===== config.mk =====
export PLATFORM = sky130hd
export DESIGN_NAME = nyq_upsampler
export DESIGN_NICKNAME = d
export VERILOG_FILES = /design/src/rtl/nyq_upsampler.sv
export SDC_FILE = /design/constraint.sdc
export NUM_CORES = 1
export LEC_CHECK = 0
export CAP_MARGIN = 40
export CORE_MARGIN = 10
export CORE_UTILIZATION = 49
export CTS_BUF_LIST = sky130_fd_sc_hd__clkbuf_2
export DETAILED_ROUTE_END_ITERATION = 7
export PLACE_DENSITY_LB_ADDON = 0.12
export SLEW_MARGIN = 25
export SYNTH_ARGS = -nofsm -noshare
export SYNTH_HDL_FRONTEND = slang
export SYNTH_SLANG_ARGS = --single-unit

===== constraint.sdc =====
create_clock -name Clk_CI -period 4.5 [get_ports Clk_CI]
set_clock_uncertainty 0.15 [all_clocks]
set_input_delay 0.45 -clock Clk_CI [delete_from_list [all_inputs] [get_ports Clk_CI]]
set_output_delay 0.45 -clock Clk_CI [all_outputs]
set_load 0.01 [all_outputs]

===== src/rtl/nyq_upsampler.sv =====
// nyq_upsampler: zero-stuffing symbol upsampler feeding the NYQ sample input.
// Symbols enter a small FIFO; one is emitted every OSR cycles with zeros between.
module nyq_upsampler #(
    parameter int ADDR_WIDTH = 5,
    parameter int MEM_WIDTH  = 32,
    parameter int IN_WIDTH   = 24,
    parameter int OUT_WIDTH  = 24,
    parameter int FIFO_DEPTH = 4
) (
    input  logic                  Clk_CI,
    input  logic                  Rst_RI,
    input  logic                  WrEn_SI,
    input  logic [ADDR_WIDTH-1:0] Addr_DI,
    input  logic [MEM_WIDTH-1:0]  PAR_In_DI,
    input  logic                  Sym_Valid_SI,
    output logic                  Sym_Ready_SO,
    input  logic [IN_WIDTH-1:0]   Sym_In_DI,
    output logic [OUT_WIDTH-1:0]  UPS_Out_DO,
    output logic                  Undr_SO
);
    localparam int PW = $clog2(FIFO_DEPTH);
    localparam int CW = PW + 1;

    logic [IN_WIDTH-1:0] mem [FIFO_DEPTH];
    logic [PW-1:0]       wr_ptr, rd_ptr;
    logic [CW-1:0]       count;
    logic [4:0]          osr_shadow, osr, osr_eff, phase;
    logic                en, push, pop, starve, wr_osr, wr_en, wr_clr, osr_ok, unused_par;

    assign wr_osr       = WrEn_SI && Addr_DI == ADDR_WIDTH'(0);
    assign wr_en        = WrEn_SI && Addr_DI == ADDR_WIDTH'(1);
    assign wr_clr       = WrEn_SI && Addr_DI == ADDR_WIDTH'(2);
    assign osr_ok       = PAR_In_DI[4:0] >= 5'd2 && PAR_In_DI[4:0] <= 5'd16;
    assign unused_par   = ^PAR_In_DI[MEM_WIDTH-1:5];
    assign Sym_Ready_SO = count < CW'(FIFO_DEPTH) && !Rst_RI;
    assign push         = Sym_Valid_SI && Sym_Ready_SO;
    assign pop          = en && phase == '0 && count != '0;
    assign starve       = en && phase == '0 && count == '0;
    // A new OSR only takes effect at a period boundary, so periods never mix lengths.
    assign osr_eff      = (phase == '0 || !en) ? osr_shadow : osr;

    always_ff @(posedge Clk_CI) begin
        if (push)
            mem[wr_ptr] <= Sym_In_DI;
    end

    always_ff @(posedge Clk_CI) begin
        if (Rst_RI) begin
            osr_shadow <= 5'd4;
            osr        <= 5'd4;
            en         <= 1'b0;
            phase      <= '0;
            wr_ptr     <= '0;
            rd_ptr     <= '0;
            count      <= '0;
            UPS_Out_DO <= '0;
            Undr_SO    <= 1'b0;
        end else begin
            if (wr_osr && osr_ok)
                osr_shadow <= PAR_In_DI[4:0];
            if (wr_en)
                en <= PAR_In_DI[0];
            osr   <= osr_eff;
            phase <= (en && phase != osr_eff - 5'd1) ? phase + 5'd1 : 5'd0;
            if (push)
                wr_ptr <= wr_ptr + PW'(1);
            if (pop)
                rd_ptr <= rd_ptr + PW'(1);
            count      <= count + CW'(push) - CW'(pop);
            UPS_Out_DO <= pop ? OUT_WIDTH'($signed(mem[rd_ptr])) : '0;
            // A fresh underrun beats a simultaneous clear.
            Undr_SO    <= starve || (Undr_SO && !wr_clr);
        end
    end
endmodule

# [After elaboration in Yosys (flattened, before gate mapping)]
# Memories as Yosys holds them, arrays and structs flattened. A register that Yosys moved wholly into a read port is not among the register bits.
# Index checks and enable logic that the tools add are counted.
[totals] regBits=24 mem_bits_rw=96 inputBits=65 out_inout_bits=26 wordCells=49 mem_count=1
[mem_list] memory="mem" words=4 width=24 rd=1 rd_clocked_by_memory_dff=1 write_ports=1 line="24" rtl="logic [IN_WIDTH-1:0] mem [FIFO_DEPTH];"
[op_classes] n_addsub=6 n_lt_le_gt_ge=3 n_eq_ne=3 n_mux=3 n_bitwise=2 n_reduce_logical=23
[op_table] cell="1-bit logical AND" n=12
[op_table] cell="5-bit zero test" n=2
[op_table] cell="5-bit by 1-bit adder with 5-bit output (second input constant)" n=1
[op_table] cell="5-bit by 1-bit equality test with 1-bit output (second input constant)" n=1
[op_table] cell="5-bit by 2-bit equality test with 1-bit output (second input constant)" n=1
[op_table] cell="5-bit by 2-bit >= comparator with 1-bit output (second input constant)" n=1
[op_table] cell="5-bit <= comparator (second input constant)" n=1
[op_table] cell="5-bit 2-to-1 mux" n=1
[op_table] cell="5-bit != test" n=1
[op_table] cell="5-bit by 1-bit subtractor with 5-bit output (second input constant)" n=1
[op_table] cell="2-bit by 1-bit adder with 2-bit output (second input constant)" n=2
[op_table] cell="2-bit OR reduction" n=2
[op_table] cell="3-bit by 1-bit adder with 3-bit output" n=1
[op_table] cell="1-bit zero test" n=3
[op_table] cell="3-bit zero test" n=1
[op_table] cell="3-bit < comparator (second input constant)" n=1
[op_table] cell="3-bit nonzero test" n=1
[op_table] cell="3-bit by 1-bit subtractor with 3-bit output" n=1
[op_table] cell="1-bit logical OR" n=2
[op_table] cell="1-bit 2-to-1 mux" n=2
[op_table] cell="1-bit NOT" n=2

# [Depth between registers and ports, before layout]
# Gate-level depths: netlist (run 1).
[depth] word_depth=8 mapped_depth=14 ltp_nobuf=12

# [Worst setup path before layout (run 1)]
# Ideal clock, no wire load.
[synth_timing] path_kind="register to register" from="register phase[0]" to="register phase[2]" setup_ns=0.088 arrival_time_ns=2.752 t_required_ns=4.262 path_slack_ns=1.510 stages_incl_launch_ff=15 path_buffers=2 synth_period_minus_slack_ns=2.990 cell_sequence="dfxtp_1 -> inv_1 -> ha_1 -> or4b_4 -> buf_6 -> and2_4 -> buf_6 -> mux2i_1 -> ha_1 -> inv_1 -> xnor2_1 -> a21oi_1 -> mux2_1 -> o2111a_2 -> nor4_2"
[synth_between] elab_chain_cells=8 elab_cells_between_ends=9 classes_between="add/sub (2); eq/ne (1); mux (1); bitwise (1); reduce/logical (4)"
[synth_lines] item="start, declared" line="27" rtl="logic [4:0] osr_shadow, osr, osr_eff, phase;"
[synth_lines] item="start signal, assigned" line="64" rtl="phase <= (en && phase != osr_eff - 5'd1) ? phase + 5'd1 : 5'd0;"
[synth_lines] item="5-bit zero test" line="40" rtl="assign osr_eff = (phase == '0 || !en) ? osr_shadow : osr;"
[synth_lines] item="1-bit logical OR" line="40"
[synth_lines] item="5-bit 2-to-1 mux" line="40"
[synth_lines] item="5-bit by 1-bit subtractor with 5-bit output" line="64"
[synth_lines] item="5-bit != test" line="64"
[synth_lines] item="1-bit logical AND" line="64"
[synth_lines] item="1-bit NOT (no line)"
[synth_lines] item="2-bit OR reduction (no line)"
# Several ways; a longest one is shown, not always the timed one.
# A chain may end at the register's enable or synchronous reset.

# [Final worst setup path (run 1)]
# Same ends and word-level chain as after synthesis.

==> results of run 1 <==
[path summary, 6_finish.rpt]
kind,to,slack [ps]
setup reg to reg,phase[2]$_SDFF_PP0_,1230
setup / recovery,phase[2]$_SDFF_PP0_,1230
hold reg to reg,osr[3]$_SDFF_PP0_,360
hold / removal,mem[0][12]$_DFFE_PP_,230
[critical path, stage by stage, from the launching register on]
cell	delay, ps
sky130_fd_sc_hd__dfxtp_1	390
sky130_fd_sc_hd__inv_1	90
sky130_fd_sc_hd__ha_1	150
sky130_fd_sc_hd__or4b_4	520
sky130_fd_sc_hd__and2_4	230
sky130_fd_sc_hd__mux2i_1	250
sky130_fd_sc_hd__ha_1	280
sky130_fd_sc_hd__inv_1	100
sky130_fd_sc_hd__xnor2_1	200
sky130_fd_sc_hd__a21oi_1	90
sky130_fd_sc_hd__mux2_1	310
sky130_fd_sc_hd__o2111a_2	180
sky130_fd_sc_hd__nor4_2	230
[registers in the layout (all words and copies together), names as in the netlist]
signal	flops
UPS_Out_DO	24
mem	96
wr_ptr	2
Undr_SO	1
osr	5
phase	5
en	1
count	3
rd_ptr	2
osr_shadow	5
[cell families after synthesis]
group           after synthesis  synth area share
xor+xnor                     13            0.0206
fa+ha+maj                    10            0.0240
simple gates                 92            0.0968
mux                          33             0.117
buf+inv                      26            0.0218
compound gates               18            0.0231
flops                       144             0.697
[power groups by stage]
stage / clock network (mW) / registers, mW / logic, mW
after floorplan: 0 / 1.48 / 0.0537
after global routing: 0.826 / 1.46 / 0.127
after global placement: 0 / 1.48 / 0.113
after detailed placement: 0 / 1.48 / 0.116
final: 0.741 / 1.45 / 0.115
after CTS: 0.769 / 1.45 / 0.117
[metal layers]
metal  vias up  wire length, um  global-route usage  share of wire
li1       1406                -                   -              -
met1      1441             4340               0.159           0.45
met2        72             4540               0.195           0.47
met3        18              571              0.0466          0.059
met4         0              230              0.0656          0.024
met5         -                0                   0              0
[cell usage after synthesis, drive strengths merged, types with 2 or more instances]
cell and count:
nand3b 3, buf 5, nor4 4, ha 9, nor3 5, clkbuf 10
dfxtp 48, edfxtp 96, a21oi 5, xnor2 8, nand4b 2, mux4 24
nor2 20, nand2b 3, or3 2, nor2b 27, o21ai 5, xor2 5
nand2 11, and3 6, mux2i 8, nand3 4, and2 2, inv 11
[layout make-up]
type,instances,area [um2]
fillers,879,4370
repair buffers,71,703
well taps,140,175
clock buffers,17,85.1
inverters,11,41.3
clock inverters,15,160
multi-input cells,166,1550
flip-flops and latches,144,3840
==> impl_metrics.yaml, run 1 <==
placed_design:
  port_buffers: 63
  preCtsSetupSlack_ps: 1290
  gp_congestion: 0.774
  dp_hpwl_mm: 6.46
  placed_area_mm2: 0.00632
  placed_cells_incl_taps: 532
global_routing:
  globalRouteTotalUtil: 0.129
  first_global_vias: 3088
  grt_start_max_net_pins: 26
  grt_overflow: 0
  grt_antenna_before_repair: 0
  grt_pass1_wl_mm: 16.1
die:
  rows: 38
  floorplan.die.width_um: 126
  dieArea_mm2: 0.0159
  vertical_die_dimension_um: 126
  design.core.area_mm2: 0.0109
  io_pins: 91
  start_util: 0.504
setup_path:
  setup_crit_start_kind: "flop"
  critical_path.max_fanout: 8
  timing_worst_setup_path_type: "flop to flop"
  worst_r2r_path_depth: 12
  cp-end-kind: "flop"
  source_of_the_worst_register_to_register_timing_path: "phase[0]$_SDFF_PP0_"
  setup.worst_path.start: "phase[0]$_SDFF_PP0_"
  data_required_critical_path_ps: 4930
  critPathArrivalTime_ps: 3690
synthesis:
  synth-warning-count: 0
  synth_edf_count: 96
  post_synth_inst_count: 336
  synth_largest_type_area_fraction: 0.523
  ys_ff_latch: 144
  yosys.area.top_type: "sky130_fd_sc_hd__edfxtp_1"
  netlist_area_mm2: 0.00552
  synthTopCellsByArea: "sky130_fd_sc_hd__edfxtp_1 (52%), sky130_fd_sc_hd__dfxtp_1 (17%), sky130_fd_sc_hd__mux4_2 (9.8%), sky130_fd_sc_hd__nor2b_1 (3.1%), sky130_fd_sc_hd__ha_1 (2.0%)"
  synth-async-reset-ratio: 0
  yosys_most_used_dff: "sky130_fd_sc_hd__edfxtp_1"
  synth.yosys.seq_area_share: 0.697
  synth_area_per_inst_um2: 16.4
  number_of_different_library_cells_in_the_post_synthesis_netlist: 41
  synth.net_count: 411
hold_path:
  hold_path_depth: 1
  min_path_type: "primary input to flop"
  holdCritStartpoint: "Sym_In_DI[12]"
cells_and_area:
  layout_common_cells: "sky130_fd_sc_hd__edfxtp_1 (96), sky130_fd_sc_hd__clkdlybuf4s50_1 (63), sky130_fd_sc_hd__dfxtp_1 (47)"
  area_delta_synth_final_pct: 19.0
  final_design_area_no_fill_mm2: 0.00656
  antennaDiodeCount: 0
  final_cells: 564
  finalNetCount: 486
  utilization: 0.600
  layout-drive-gt1-share: 0.175
  layout.cells.most_common: "sky130_fd_sc_hd__edfxtp_1"
timing:
  final-hold-violation-count: 0
  worst_slew_margin_rel: 0.582
  grt_setup_unrepaired: "no"
  finalSetupViolations: 0
  period_needed_ps: 3270
  tightestPinTransition_ps: 626
  final_cycle_share: 0.726
  fmax_mhz: 306
  fin_worst_hold_slack_ps: 232
  postLayoutSetupSlackWorst_ps: 1230
  setup-tns-final_ps: 0
  maxSlewViolCount: 0
clock_tree:
  cts.sink_count: 144
  cts_made_buffers: 17
  cts_htree_levels: 4
  max-clock-path-buffers: 2
  clockRootBuffer: "sky130_fd_sc_hd__clkbuf_2"
  clk-insertion-delay-late_ps: 670
  cts_tree: "yes"
  cts_setup_buffers: 0
  cts_hold_buf: 0
  cts.reportedPaths.clkPinSlew_ps: 220
  cts_resized: 0
power:
  internal-power_mw: 1.77
  max-vdd-ir-drop_uv: 161
  combinationalPowerShare: 0.050
  switching_share: 0.235
  power.switching_mw: 0.542
  clockPowerShare: 0.321
  cellLeakagePower_nw: 2.20
  total_power_mw: 2.31
  powerDensity_mw_per_mm2: 352
  flop_pwr_share: 0.630
drt:
  length_of_the_first_detailed_routing_pass_in_iterations: 4
  wl_mm: 9.68
  dr_vias: 2937
  drt_first_iter_violations: 160
  drc: 0
  routed_via_density: 5.21
  route.antenna.remaining_nets: 0
  post_drt_wl_per_cell_um: 17.2
run_status:
  status: "finished clean"
flow_run:
  max_cap_viol_count: 0
No activity file was read; power rests on OpenSTA's default activity.
==> run 2: changes to the inputs <==
- clock period: 4.5 -> 3.4 ns (I/O delays scaled with it)
==> impl_metrics.yaml, run 2 (same netlist as run 1, synthesis figures left out) <==
cells_and_area:
  multiInputGateArea_mm2: 0.00156
  area_delta_synth_final_pct: 20.3
  layout_top_registers: "mem x96, UPS_Out_DO x24"
  largest_register_ffs: 96
  finalNetCount: 492
  layout-drive-gt1-share: 0.188
  layout_common_cells: "sky130_fd_sc_hd__edfxtp_1 (96), sky130_fd_sc_hd__clkdlybuf4s50_1 (63), sky130_fd_sc_hd__dfxtp_1 (47)"
  layout.cells.most_common: "sky130_fd_sc_hd__edfxtp_1"
  top_register: "mem"
  utilization: 0.607
  seqCellArea_mm2: 0.00384
  final_cells: 570
  final.fill_count: 865
  antennaDiodeCount: 0
timing:
  postLayoutSetupSlackWorst_ps: 237
  worst_slew_margin_rel: 0.695
  finalSetupViolations: 0
  grt_setup_unrepaired: "no"
  tightestPinTransition_ps: 458
  maxSlewViolCount: 0
  final-hold-violation-count: 0
  fmax_mhz: 316
  setup-tns-final_ps: 0
  period_needed_ps: 3160
  final_cycle_share: 0.930
die:
  dieArea_mm2: 0.0159
  design.core.area_mm2: 0.0109
  vertical_die_dimension_um: 126
  rows: 38
  floorplan.die.width_um: 126
  io_pins: 91
  start_util: 0.504
setup_path:
  cp-end-kind: "flop"
  source_of_the_worst_register_to_register_timing_path: "phase[0]$_SDFF_PP0_"
  crit_path_end: "phase[4]$_SDFF_PP0_"
  r2r-end: "phase[4]$_SDFF_PP0_"
  data_required_critical_path_ps: 3860
  worst_r2r_path_depth: 12
  timing_worst_setup_path_type: "flop to flop"
  setup.worst_path.start: "phase[0]$_SDFF_PP0_"
  setup_crit_start_kind: "flop"
  critPathArrivalTime_ps: 3620
  regToRegSetupSlack_ps: 240
  critical_path.max_fanout: 8
power:
  max-vdd-ir-drop_uv: 346
  powerDensity_mw_per_mm2: 472
  internal-power_mw: 2.42
  clockPowerShare: 0.336
  cellLeakagePower_nw: 2.24
  combinationalPowerShare: 0.050
  switching_share: 0.228
  power.switching_mw: 0.714
  flop_pwr_share: 0.614
placed_design:
  placed_cells_incl_taps: 537
  port_buffers: 63
  preCtsSetupSlack_ps: 264
  dp_hpwl_mm: 6.44
  gp_congestion: 0.767
run_status:
  status: "finished clean"
global_routing:
  grt_antenna_before_repair: 0
  grt_overflow: 0
  grt_start_max_net_pins: 26
  globalRouteTotalUtil: 0.130
  first_global_vias: 3100
  grt_pass1_wl_mm: 16.1
drt:
  post_drt_wl_per_cell_um: 17.2
  drt_first_iter_violations: 139
  route.antenna.remaining_nets: 0
  wl_mm: 9.79
  routed_via_density: 5.19
  drt-met1-wl_mm: 4.40
  length_of_the_first_detailed_routing_pass_in_iterations: 5
  drc: 0
  highest_layer: "met4"
  dr_vias: 2960
  route.met3.wl_um: 605
  met2_wirelength_mm: 4.63
clock_tree:
  cts_tree: "yes"
  cts.reportedPaths.clkPinSlew_ps: 210
  cts.sink_count: 144
  cts_made_buffers: 17
  clk-insertion-delay-late_ps: 700
  clockRootBuffer: "sky130_fd_sc_hd__clkbuf_2"
  max-clock-path-buffers: 2
  cts_htree_levels: 4
flow_run:
  max_cap_viol_count: 0
hold_path:
  min_path_type: "primary input to flop"
==> run 2: cell types whose count changed in the layout (fill, tap and decap cells not counted), sizes merged <==
cell and delta:
buf +5, clkinvlp -2, bufinv +1, dlygate4sd3 +1, inv +1
==> run 2: repair_timing <==
action	CTS	global route
hold buffers	0	1
setup buffers	0	0
endpoints found under the setup margin	0	2
gates resized for setup	0	2
endpoints found under the hold margin	0	4
==> run 2: layout make-up <==
class | count | share of cell area
Sequential cell | 144 | 0.579
Multi-Input combinational cell | 166 | 0.235
Timing Repair Buffer | 77 | 0.113
Clock inverter | 15 | 0.0273
Tap cell | 140 | 0.0264
Clock buffer | 17 | 0.0128
Inverter | 11 | 0.00622
==> run 2: per-stage QoR <==
stage	power [mW]	hold WS, ps	cell area [um2]
floorplan	2.03	289	5520
global placement	2.11	331	6330
detailed placement	2.12	338	6350
CTS	3.17	19.4	6620
global route	3.27	4.38	6640
finish	3.13	101	6640
==> run 2: worst max-delay path: stages, from the launching register on <==
cell	delay, ps
sky130_fd_sc_hd__dfxtp_1	390
sky130_fd_sc_hd__inv_1	90
sky130_fd_sc_hd__ha_1	140
sky130_fd_sc_hd__or4b_4	520
sky130_fd_sc_hd__and2_4	230
sky130_fd_sc_hd__mux2i_2	220
sky130_fd_sc_hd__ha_2	260
sky130_fd_sc_hd__inv_1	80
sky130_fd_sc_hd__xnor2_1	210
sky130_fd_sc_hd__a21oi_1	90
sky130_fd_sc_hd__mux2_1	310
sky130_fd_sc_hd__o2111a_2	180
sky130_fd_sc_hd__nor4_2	200
==> run 2: worst min path at each step <==
stage                      start                    to  cells after the start
6_report           Sym_In_DI[10]  mem[2][10]$_DFFE_PP_                      1
3_3_place_gp   osr[4]$_SDFF_PP0_     osr[4]$_SDFF_PP0_                      2
3_5_place_dp   osr[3]$_SDFF_PP0_     osr[3]$_SDFF_PP0_                      2
4_1_cts             Sym_In_DI[1]   mem[0][1]$_DFFE_PP_                      1
2_1_floorplan       Sym_In_DI[0]   mem[0][0]$_DFFE_PP_                      0
5_1_grt            Sym_In_DI[10]  mem[2][10]$_DFFE_PP_                      1
==> run 2: per-layer routing <==
layer / vias up / global-route usage
met5: - / 0
met4: 0 / 0.0563
met3: 15 / 0.0570
met2: 76 / 0.197
met1: 1444 / 0.158
li1: 1425 / -
==> run 2: power groups by stage <==
stage	logic (mW)	clock network [mW]	registers, mW
4_1_cts	0.158	1.09	1.93
6_report	0.155	1.05	1.92
2_1_floorplan	0.0711	0	1.96
5_1_grt	0.174	1.16	1.93
3_5_place_dp	0.157	0	1.96
3_3_place_gp	0.152	0	1.96
==> run 3: changes to the inputs <==
- ABC_AREA: not set -> 1
- clock period: 3.4 -> 3.7 ns (I/O delays scaled with it)
==> impl_metrics.yaml, run 3 <==
die:
  start_util: 0.508
  dieArea_mm2: 0.0160
  rows: 38
  vertical_die_dimension_um: 127
  floorplan.die.width_um: 127
  design.core.area_mm2: 0.0110
  io_pins: 91
clock_tree:
  cts_made_buffers: 17
  clockRootBuffer: "sky130_fd_sc_hd__clkbuf_2"
  cts_htree_levels: 4
  max-clock-path-buffers: 2
  clk-insertion-delay-late_ps: 640
  cts_resized: 0
  cts.sink_count: 144
  cts_hold_buf: 0
  cts.reportedPaths.clkPinSlew_ps: 200
  cts_setup_buffers: 0
  cts_tree: "yes"
synthesis:
  yosys_most_used_dff: "sky130_fd_sc_hd__edfxtp_1"
  post_synth_inst_count: 499
  synth.top_cells.by_count: "sky130_fd_sc_hd__nor2_1 (118), sky130_fd_sc_hd__edfxtp_1 (96), sky130_fd_sc_hd__o21ai_0 (57), sky130_fd_sc_hd__dfxtp_1 (48), sky130_fd_sc_hd__a21oi_1 (35)"
  synth-warning-count: 0
  synthTopCellsByArea: "sky130_fd_sc_hd__edfxtp_1 (52%), sky130_fd_sc_hd__dfxtp_1 (17%), sky130_fd_sc_hd__nor2_1 (7.9%), sky130_fd_sc_hd__o21ai_0 (5.1%), sky130_fd_sc_hd__a21oi_1 (3.1%)"
  synth_edf_count: 96
  netlist_area_mm2: 0.00558
  synth_largest_type_area_fraction: 0.517
  synth.yosys.seq_area_share: 0.689
  synth-async-reset-ratio: 0
  synth.net_count: 574
  synth_area_per_inst_um2: 11.2
  yosys.area.top_type: "sky130_fd_sc_hd__edfxtp_1"
  most_instantiated_library_cell_after_synthesis: "sky130_fd_sc_hd__nor2_1"
  number_of_different_library_cells_in_the_post_synthesis_netlist: 29
  ys_ff_latch: 144
timing:
  finalSetupViolations: 0
  maxSlewViolCount: 0
  grt_setup_unrepaired: "no"
  worst_slew_margin_rel: 0.512
  fmax_mhz: 390
  final-hold-violation-count: 0
  setup-tns-final_ps: 0
  postLayoutSetupSlackWorst_ps: 1130
  tightestPinTransition_ps: 731
  period_needed_ps: 2570
  final_cycle_share: 0.694
drt:
  wl_mm: 11.1
  drt_first_iter_violations: 283
  routed_via_density: 5.04
  drc: 0
  route.antenna.remaining_nets: 0
  length_of_the_first_detailed_routing_pass_in_iterations: 4
  dr_vias: 3655
  post_drt_wl_per_cell_um: 15.3
power:
  powerDensity_mw_per_mm2: 428
  internal-power_mw: 2.20
  switching_share: 0.225
  combinationalPowerShare: 0.053
  clockPowerShare: 0.325
  max-vdd-ir-drop_uv: 315
  flop_pwr_share: 0.622
  cellLeakagePower_nw: 2.43
  power.switching_mw: 0.641
setup_path:
  cp_common_cell: "sky130_fd_sc_hd__inv_1"
  critPathArrivalTime_ps: 3000
  setup_crit_start_kind: "flop"
  timing_worst_setup_path_type: "flop to flop"
  slowest_cell_on_crit_path: "sky130_fd_sc_hd__dfxtp_1"
  critical_path.max_fanout: 9
  data_required_critical_path_ps: 4130
  path_cells: "inv_1 -> ha_1 -> inv_1 -> nor2_4 -> nand2_4 -> nor3_4 -> ha_1 -> inv_1 -> ha_1 -> inv_1 -> fa_1 -> inv_1 -> o21ai_0 -> a21oi_1"
  cp-end-kind: "flop"
  crit_path_max_incr_delay_ps: 390
cells_and_area:
  layout_common_cells: "sky130_fd_sc_hd__nor2_1 (114), sky130_fd_sc_hd__edfxtp_1 (96), sky130_fd_sc_hd__clkdlybuf4s50_1 (63)"
  utilization: 0.605
  layout-drive-gt1-share: 0.116
  largest_register_ffs: 96
  multiInputGateArea_mm2: 0.00151
  final_cells: 725
  final_design_area_no_fill_mm2: 0.00664
  antennaDiodeCount: 0
  finalNetCount: 647
  layout.cells.most_common: "sky130_fd_sc_hd__nor2_1"
  seqCellArea_mm2: 0.00384
  final.fill_count: 888
  layout_top_registers: "mem x96, UPS_Out_DO x24"
  top_register: "mem"
  area_delta_synth_final_pct: 19.1
global_routing:
  grt_pass1_wl_mm: 18.2
  first_global_vias: 3664
  grt_overflow: 0
  globalRouteTotalUtil: 0.142
  grt_start_max_net_pins: 52
  grt_antenna_before_repair: 0
placed_design:
  gp_congestion: 0.798
  dp_hpwl_mm: 7.02
  placed_cells_incl_taps: 693
  placed_area_mm2: 0.00639
  preCtsSetupSlack_ps: 890
  port_buffers: 63
flow_run:
  max_cap_viol_count: 0
run_status:
  status: "finished clean"
hold_path:
  min_path_type: "primary input to flop"
## run 3: cell types whose count changed in the layout (fill, tap and decap cells not counted), sizes merged, moves of 16 or more
cell,previous run,this run
mux4,24,0
nand3,4,20
nand2,11,41
a21oi,5,35
nor2,20,121
inv,16,36
o21ai,5,57
nor2b,27,0
## run 3: power by group through the flow
stage	clock [mW]	sequential, mW	combinational [mW]
floorplan	0	1.80	0.0674
global placement	0	1.80	0.146
detailed placement	0	1.80	0.152
CTS	0.958	1.77	0.153
global route	1.03	1.77	0.170
finish	0.922	1.77	0.150
## run 3: logic make-up after synthesis
kind of cell	after synthesis	share of synthesized area
xor+xnor	5	0.00785
compound gates	94	0.0850
flops	144	0.689
buf+inv	56	0.0420
fa+ha+maj	10	0.0238
simple gates	190	0.152
## run 3: worst max-delay path: cells and delay by family (launching register included)
kind,cells,cell delay (ps)
adder cells (fa/ha/maj),4,920
AND/OR/NAND/NOR,3,520
buffers and inverters,5,330
flip-flops,1,390
AO/OA/AOI/OAI,2,210
## run 3: area by class of cell
class / count / area share
multi-input combinational: 299 / 0.227
inverter: 35 / 0.0198
timing repair buffer: 75 / 0.110
tap: 140 / 0.0264
clock buffer: 18 / 0.0136
sequential: 144 / 0.579
clock inverter: 14 / 0.0249
## run 3: final timing paths
path,from,end,cells after the start,slack (ps)
hold reg to reg,osr_shadow[4]$_SDFFE_PP0P_,osr_shadow[4]$_SDFFE_PP0P_,2,330
hold / removal,PAR_In_DI[3],osr_shadow[3]$_SDFFE_PP0P_,3,150
setup reg to reg,phase[0]$_SDFF_PP0_,count[2]$_SDFF_PP0_,14,1130
setup / recovery,phase[0]$_SDFF_PP0_,count[2]$_SDFF_PP0_,14,1130
## run 3: layer usage
| metal | global-route usage | vias to the layer above | wire length (um) |
|---|---|---|---|
| li1 | - | 1842 | - |
| met1 | 0.170 | 1728 | 4870 |
| met2 | 0.231 | 68 | 5550 |
| met3 | 0.0425 | 17 | 478 |
| met4 | 0.0623 | 0 | 184 |
| met5 | 0 | - | 0 |
## run 3: through the flow
step | power, mW | hold WS, ps
after detailed placement | 1.96 | 312
after global routing | 2.97 | 79.1
after global placement | 1.95 | 304
final | 2.84 | 152
after CTS | 2.88 | 69.3
after floorplan | 1.87 | 280
